--- src/rtl/ifu_pkg.sv ---
// Shared definitions for the instruction fetch unit: state encoding,
// the reset-time instruction and the default boot address.
package ifu_pkg;

    localparam logic [1:0]  ST_REQ           = 2'd0;
    localparam logic [1:0]  ST_WAIT          = 2'd1;
    localparam logic [1:0]  ST_HOLD          = 2'd2;

    localparam logic [31:0] INST_NOP         = 32'h00000013;
    localparam logic [31:0] DEFAULT_RESET_PC = 32'h80000000;

    typedef enum logic [1:0] {
        S_REQ  = ST_REQ,
        S_WAIT = ST_WAIT,
        S_HOLD = ST_HOLD
    } ifu_state_e;

endpackage

--- src/rtl/ifu.sv ---
// Instruction fetch unit: holds the PC, issues one fetch at a time, buffers
// the returned word for the decoder and handles redirects from execute.
// A redirect while a fetch is outstanding marks the in-flight word for drop.
module ifu
    import ifu_pkg::*;
#(
    parameter int                  DATA_LEN = 32,
    parameter logic [DATA_LEN-1:0] RESET_PC = DEFAULT_RESET_PC
) (
    input  logic                clk,
    input  logic                rst,
    output logic                req_valid,
    input  logic                req_ready,
    output logic [DATA_LEN-1:0] req_addr,
    input  logic                resp_valid,
    input  logic [31:0]         resp_inst,
    output logic                out_valid,
    input  logic                out_ready,
    output logic [31:0]         inst,
    output logic [DATA_LEN-1:0] PC,
    output logic [DATA_LEN-1:0] PC_S,
    input  logic                jump_valid,
    input  logic [DATA_LEN-1:0] jump_addr
);

    localparam logic [DATA_LEN-1:0] PC_STEP    = DATA_LEN'(4);
    localparam logic [DATA_LEN-1:0] ALIGN_MASK = ~DATA_LEN'(3);

    ifu_state_e          state, state_n;
    logic [DATA_LEN-1:0] pc, pc_n;
    logic                drop, drop_n;
    logic [31:0]         inst_r, inst_n;
    logic [DATA_LEN-1:0] pc_r, pc_r_n;
    logic [DATA_LEN-1:0] jump_target;

    // Redirect targets are always word aligned.
    assign jump_target = jump_addr & ALIGN_MASK;

    // Handshake outputs are suppressed during reset and on any redirect cycle.
    assign req_valid = !rst && (state == S_REQ)  && !jump_valid;
    assign out_valid = !rst && (state == S_HOLD) && !jump_valid;
    assign req_addr  = pc;
    assign inst      = inst_r;
    assign PC        = pc_r;
    assign PC_S      = pc_r + PC_STEP;

    // State and buffer registers with synchronous reset.
    always_ff @(posedge clk) begin
        if (rst) begin
            state  <= S_REQ;
            pc     <= RESET_PC;
            drop   <= 1'b0;
            inst_r <= INST_NOP;
            pc_r   <= RESET_PC;
        end else begin
            state  <= state_n;
            pc     <= pc_n;
            drop   <= drop_n;
            inst_r <= inst_n;
            pc_r   <= pc_r_n;
        end
    end

    // Next-state logic: fetch sequencing, redirect handling and stale-word drop.
    always_comb begin
        state_n = state;
        pc_n    = pc;
        drop_n  = drop;
        inst_n  = inst_r;
        pc_r_n  = pc_r;
        case (state)
            S_REQ: begin
                if (jump_valid) begin
                    pc_n = jump_target;
                end else if (req_ready) begin
                    state_n = S_WAIT;
                end else begin
                    state_n = S_REQ;
                end
            end
            S_WAIT: begin
                if (resp_valid) begin
                    if (drop || jump_valid) begin
                        drop_n  = 1'b0;
                        state_n = S_REQ;
                        if (jump_valid) begin
                            pc_n = jump_target;
                        end else begin
                            pc_n = pc;
                        end
                    end else begin
                        inst_n  = resp_inst;
                        pc_r_n  = pc;
                        state_n = S_HOLD;
                    end
                end else if (jump_valid) begin
                    pc_n   = jump_target;
                    drop_n = 1'b1;
                end else begin
                    state_n = S_WAIT;
                end
            end
            S_HOLD: begin
                if (jump_valid) begin
                    pc_n    = jump_target;
                    state_n = S_REQ;
                end else if (out_ready) begin
                    pc_n    = pc + PC_STEP;
                    state_n = S_REQ;
                end else begin
                    state_n = S_HOLD;
                end
            end
            default: begin
                state_n = S_REQ;
                drop_n  = 1'b0;
            end
        endcase
    end

endmodule

--- config.mk ---
export PLATFORM = sky130hd
export DESIGN_NAME = ifu
export DESIGN_NICKNAME = d
export VERILOG_FILES = /design/src/rtl/ifu_pkg.sv /design/src/rtl/ifu.sv
export SDC_FILE = /design/constraint.sdc
export NUM_CORES = 1
export LEC_CHECK = 0
export ABC_AREA = 1
export CAP_MARGIN = 20
export CELL_PAD_IN_SITES_DETAIL_PLACEMENT = 0
export CELL_PAD_IN_SITES_GLOBAL_PLACEMENT = 1
export CORE_MARGIN = 2
export CORE_UTILIZATION = 33
export CTS_CLUSTER_SIZE = 8
export DETAILED_ROUTE_END_ITERATION = 16
export GPL_TIMING_DRIVEN = 0
export HOLD_SLACK_MARGIN = 0.05
export PLACE_DENSITY_LB_ADDON = 0.1
export SLEW_MARGIN = 10
export SYNTH_ARGS = -nofsm -noshare
export SYNTH_HDL_FRONTEND = slang
export SYNTH_SLANG_ARGS = --single-unit
--- constraint.sdc ---
create_clock -name clk -period 2.71 [get_ports clk]
set_input_delay 0.6775 -clock clk [delete_from_list [all_inputs] [get_ports clk]]
set_output_delay 0.6775 -clock clk [all_outputs]
set_load 0.02 [all_outputs]
# ---- Word-level counts from Yosys, hierarchy flattened
# Cells that the tools add are included.
dict set report op_classes {
  n_mul 0
  shift 0
  n_eq_ne 7
  add_sub_neg 2
  bitwise 2
  n_div 0
  n_reduce_logical 14
  mux 18
  n_lt_le_gt_ge 0
}
# cell count
set ops {}
lappend ops {{$mux W32} 5}
lappend ops {{$pmux W32 S3} 1}
lappend ops {{$add A32 B3 Y32 const B} 2}
lappend ops {{$mux W2} 6}
lappend ops {{$ne A3 B3 Y1 const B} 4}
lappend ops {{$reduce_and A3 Y1} 3}
lappend ops {{$pmux W2 S3} 1}
lappend ops {{$logic_and A1 B1 Y1} 4}
lappend ops {{$mux W1} 4}
lappend ops {{$reduce_bool A3 Y1} 1}
lappend ops {{$eq A2 B1 Y1 const B} 1}
lappend ops {{$eq A2 B2 Y1 const B} 1}
lappend ops {{$logic_not A1 Y1} 2}
lappend ops {{$logic_not A2 Y1} 1}
lappend ops {{$ne A2 B2 Y1 const B} 1}
lappend ops {{$not A1 Y1} 2}
lappend ops {{$pmux W1 S2} 1}
lappend ops {{$reduce_and A2 Y1} 1}
lappend ops {{$reduce_or A2 Y1} 1}
lappend ops {{$logic_or A1 B1 Y1} 1}
dict set report totals {
  word_cells 48
  romBits 0
  regBits 99
  out_inout_bits 130
  mem_count 0
  mem_bits_rw 0
  latchBits 0
  input_bits 70
}

# ---- Longest topological paths before layout
dict set report logic_depth {
  ltp_word 4
  mapped_depth 10
  ltp_nobuf 10
}

# ---- Worst setup path after synthesis
# OpenSTA, ideal clock, no wires.
dict set report synth_timing {
  path_kind {register -> output}
  from {reg pc_r[3] (netlist: PC[3])}
  to {out PC_S[22]}
  required_ns 2.033
  path_stages_with_launch 9
  setup_slack_ns 0.279
  t_arrival_ns 1.753
  path_buffers 0
  path_cell_list {dfxtp_1 -> ha_1 -> nand2_1 -> nor3_2 -> nand2_2 -> nor2_4 -> nand2_2 -> nor2_2 -> xor2_1}
}
dict set report synth_between {
  elab_chain_len 1
}
# element line
set synth_rtl {}
lappend synth_rtl {{start: declaration} ifu.sv:33} ;# logic [DATA_LEN-1:0] pc_r, pc_r_n;
lappend synth_rtl {{start signal: assignment} ifu.sv:60} ;# pc_r <= pc_r_n;
lappend synth_rtl {{$add A32 B3 Y32} ifu.sv:45} ;# assign PC_S = pc_r + PC_STEP;
lappend synth_rtl {{end: declaration} ifu.sv:21} ;# output logic [DATA_LEN-1:0] PC_S,
# Every way passes these cells.

# ---- Worst setup path in the final report
dict set report layout_timing {
  from {reg pc_r[4] (netlist: PC[4])}
  to {out PC_S[31]}
}
# Same word-level chain as after synthesis.

==> results <==
[worst reg2reg max path, cell delays in order (launching register included)]
cell and delay (ns):
dfxtp_1 0.46, ha_1 0.29, inv_1 0.09, nor2_2 0.25, nand3_1 0.23, nor2_1 0.13, nand2_1 0.06, nand2_1 0.07
nand2_1 0.05, nand2_1 0.06, a21oi_1 0.05
[synthesized netlist by cell type (all sizes together) (12+ instances only)]
library cell | instances | area share
clkbuf | 21 | 0.015
dfxtp | 95 | 0.36
xor2 | 23 | 0.038
buf | 20 | 0.027
a21oi | 63 | 0.059
nand3 | 54 | 0.057
inv | 65 | 0.046
nand2 | 179 | 0.13
nor3 | 17 | 0.019
nand4 | 12 | 0.014
nor2 | 135 | 0.10
o21ai | 78 | 0.073
o21a | 17 | 0.024
[final timing paths]
kind / startpoint / endpoint / cells after the start
worst max register to register: req_addr[2]$_SDFFE_PP0P_ / req_addr[20]$_SDFFE_PP0P_ / 10
worst min-delay path: drop$_SDFFE_PP0P_ / drop$_SDFFE_PP0P_ / 2
worst min register to register: drop$_SDFFE_PP0P_ / drop$_SDFFE_PP0P_ / 2
worst max-delay path: PC[4]$_SDFFE_PP0P_ / PC_S[31] / 6
[cell usage in the layout, fill, tap and decap left out, types with 4 or more instances in the layout]
cell type        instances
nand2_1                172
clkdlybuf4s50_1        165
nor2_1                 119
dfxtp_1                 79
o21ai_0                 77
inv_1                   63
a21oi_1                 63
nand3_1                 46
xor2_1                  23
buf_4                   20
clkbuf_1                19
o21a_1                  17
dfxtp_2                 13
nor2_2                  13
nand4_1                 12
nor3_1                   9
clkbuf_2                 9
clkbuf_16                9
xnor2_1                  8
dlygate4sd2_1            8
nand3_2                  7
buf_2                    7
nand2_2                  6
conb_1                   6
nor3_2                   4
nor3_4                   4
clkdlybuf4s15_2          4
[report_power, final]
group	internal (uW)	switching, uW
registers	1450	90.2
clock network	630	588
logic	284	299
total	2370	978
[cell families (layout without fill, tap and decap cells)]
group / after synthesis / count (layout) / share of synthesized area
xor+xnor: 31 / 31 / 0.05103
simple gates: 406 / 406 / 0.3351
compound gates: 162 / 162 / 0.1623
buf+inv: 108 / 322 / 0.08867
fa+ha+maj: 2 / 2 / 0.004703
flops: 95 / 95 / 0.3575
other cells: 1 / 6 / 0.0007049
[layout make-up]
type	instances	area, sq um
Inverter	67	251.5
Clock buffer	10	229.0
Clock inverter	6	46.29
Multi-Input combinational cell	607	3075
Sequential cell	95	1929
Fill cell	1629	7881
Buffer	40	219.0
Tap cell	216	270.3
Timing Repair Buffer	199	1926
[sequential cells by signal, summed over array words and instances (netlist names)]
register	cells
drop	1
PC	30
req_addr	30
state	2
inst	32
[layer usage]
layer	GRT usage	vias to the layer above	share of wire
met2	0.3578	183	0.47
met5	0	-	0
li1	-	3044	-
met4	0.06884	0	0.014
met3	0.02524	17	0.051
met1	0.3070	2693	0.47
[timing repair]
action | in CTS | in global routing
endpoints found under the setup margin | 27 | 18
pin swaps | 4 | 6
hold buffers | 0 | 0
setup buffers | 4 | 4
endpoints found under the hold margin | 0 | 0
gates resized for setup | 70 | 37
[per-stage QoR]
stage	utilization	setup slack [ns]
floorplan	-	0.2793
global route	0.5021	-0.04122
global placement	0.4752	-0.5915
detailed placement	0.4752	-0.5937
CTS	0.4983	-0.04365
finish	0.5021	0.07595
==> impl_metrics.csv <==
group,metric,value,unit
drt,viasPerCell,4.788,
logic_synthesis,syn_area,5320,sq um
sta,rsz0062_at_grt,"yes",
min_path,hp-class,"reg -> reg",
global_routing,grt_max_degree,19,
clock_tree,cts.reportedPaths.clkPinSlew,0.07,ns
logic_synthesis,synth_edf_count,0,
global_routing,grt_pass1_vias,5382,
floorplan,die_h,131.0,um
sta,skew,0.01252,ns
drt,drt-total-wl,19.45,mm
clock_tree,clock_latency,0.36,ns
logic_synthesis,synthCells,805,
global_routing,grt_antenna_before_repair,0,
worst_setup_path,cp_num_buf_inv,1,
worst_setup_path,cpPeakStageDelay,0.41,ns
drt,route.vias.total,5937,
clock_tree,cts_max_path_buffers,2,
pwr,pwr_density_cell,420.7,nW/um^2
worst_setup_path,r2r_slack,0.86,ns
sta,period_needed,2.634,ns
clock_tree,cts-buffers-inserted,9,
drt,wire_per_inst,15.68,um
sta,max-slew-margin-rel,0.6146,
logic_synthesis,async_reset_ff_frac,0,
logic_synthesis,ys_seq_area_frac,0.3575,
pwr,power_leakage,0.002962,uW
floorplan,ios,200,
sta,worst_pin_slew,0.5780,ns
flow_run,drv_cap,0,
sta,setup_viol,0,
worst_setup_path,worst_ep_arrival_time,1.96,ns
place,port_buffers,191,
worst_setup_path,cp_top_family,"simple AND/OR/NAND/NOR gates",
floorplan,num_rows,46,
worst_setup_path,startpoint_type,"flip-flop",
drt,drtIter0Drc,357,
place,dp.cells,1217,
place,gp_congestion,0.8507,
clock_tree,cts_max_level,3,
clock_tree,cts_tree,"built",
layout,nNetsFinal,1091,
sta,fin_crit_sh,0.9720,
logic_synthesis,avgSynthCellArea,6.609,sq um
worst_setup_path,end_kind,"primary output",
sta,fmaxAchievable,379.6,MHz
layout,area_delta_synth_final,49.36,%
drt,firstDrtPassIters,5,
layout,antenna_cells,0,
worst_setup_path,cp_max_fo,7,
worst_setup_path,criticalPathCategory,"reg -> out",
drt,antenna_left,0,
place,hpwl,15.25,mm
logic_synthesis,yosysWarnings,0,
logic_synthesis,synth-main-ff-cell,"dfxtp_1",
layout,stdcell_area,7946,sq um
floorplan,core,15830,sq um
sta,whs,0.4730,ns
place,placed_area,7521,sq um
pwr,peakVddDrop,294.5,uV
floorplan,die_area,17150,sq um
sta,setup_tns,0,ns
floorplan,start_util,0.3361,
sta,hold_viol,0,
clock_tree,clock-root-buffer,"clkbuf_16",
global_routing,grt_pass1_wl,28.97,mm
global_routing,track_usage,0.2204,
worst_setup_path,path_common_cell,"nand3_2",
worst_setup_path,cp_slowest_cell,"dfxtp_4",
logic_synthesis,ys_types,37,
worst_setup_path,worst_ep_required_time,2.03,ns
global_routing,gr-total-overflow,0,
clock_tree,cts_sinks,95,
layout,drive_above_1_share,0.1182,
floorplan,die_w,131.0,um
run_status,outcome,"finished clean",
pwr,p_total,3343,uW
layout,fin_cells,1240,
drt,drc_errors,0,
sta,report.final.slew_viol_count,0,
logic_synthesis,ys_seq_elements,95,
worst_setup_path,worstPathCellList,"nand3_2, nor2_2, nand3_2, nor4_4, xor2_1, clkdlybuf4s15_2",
(Power assumes the default switching activity.)
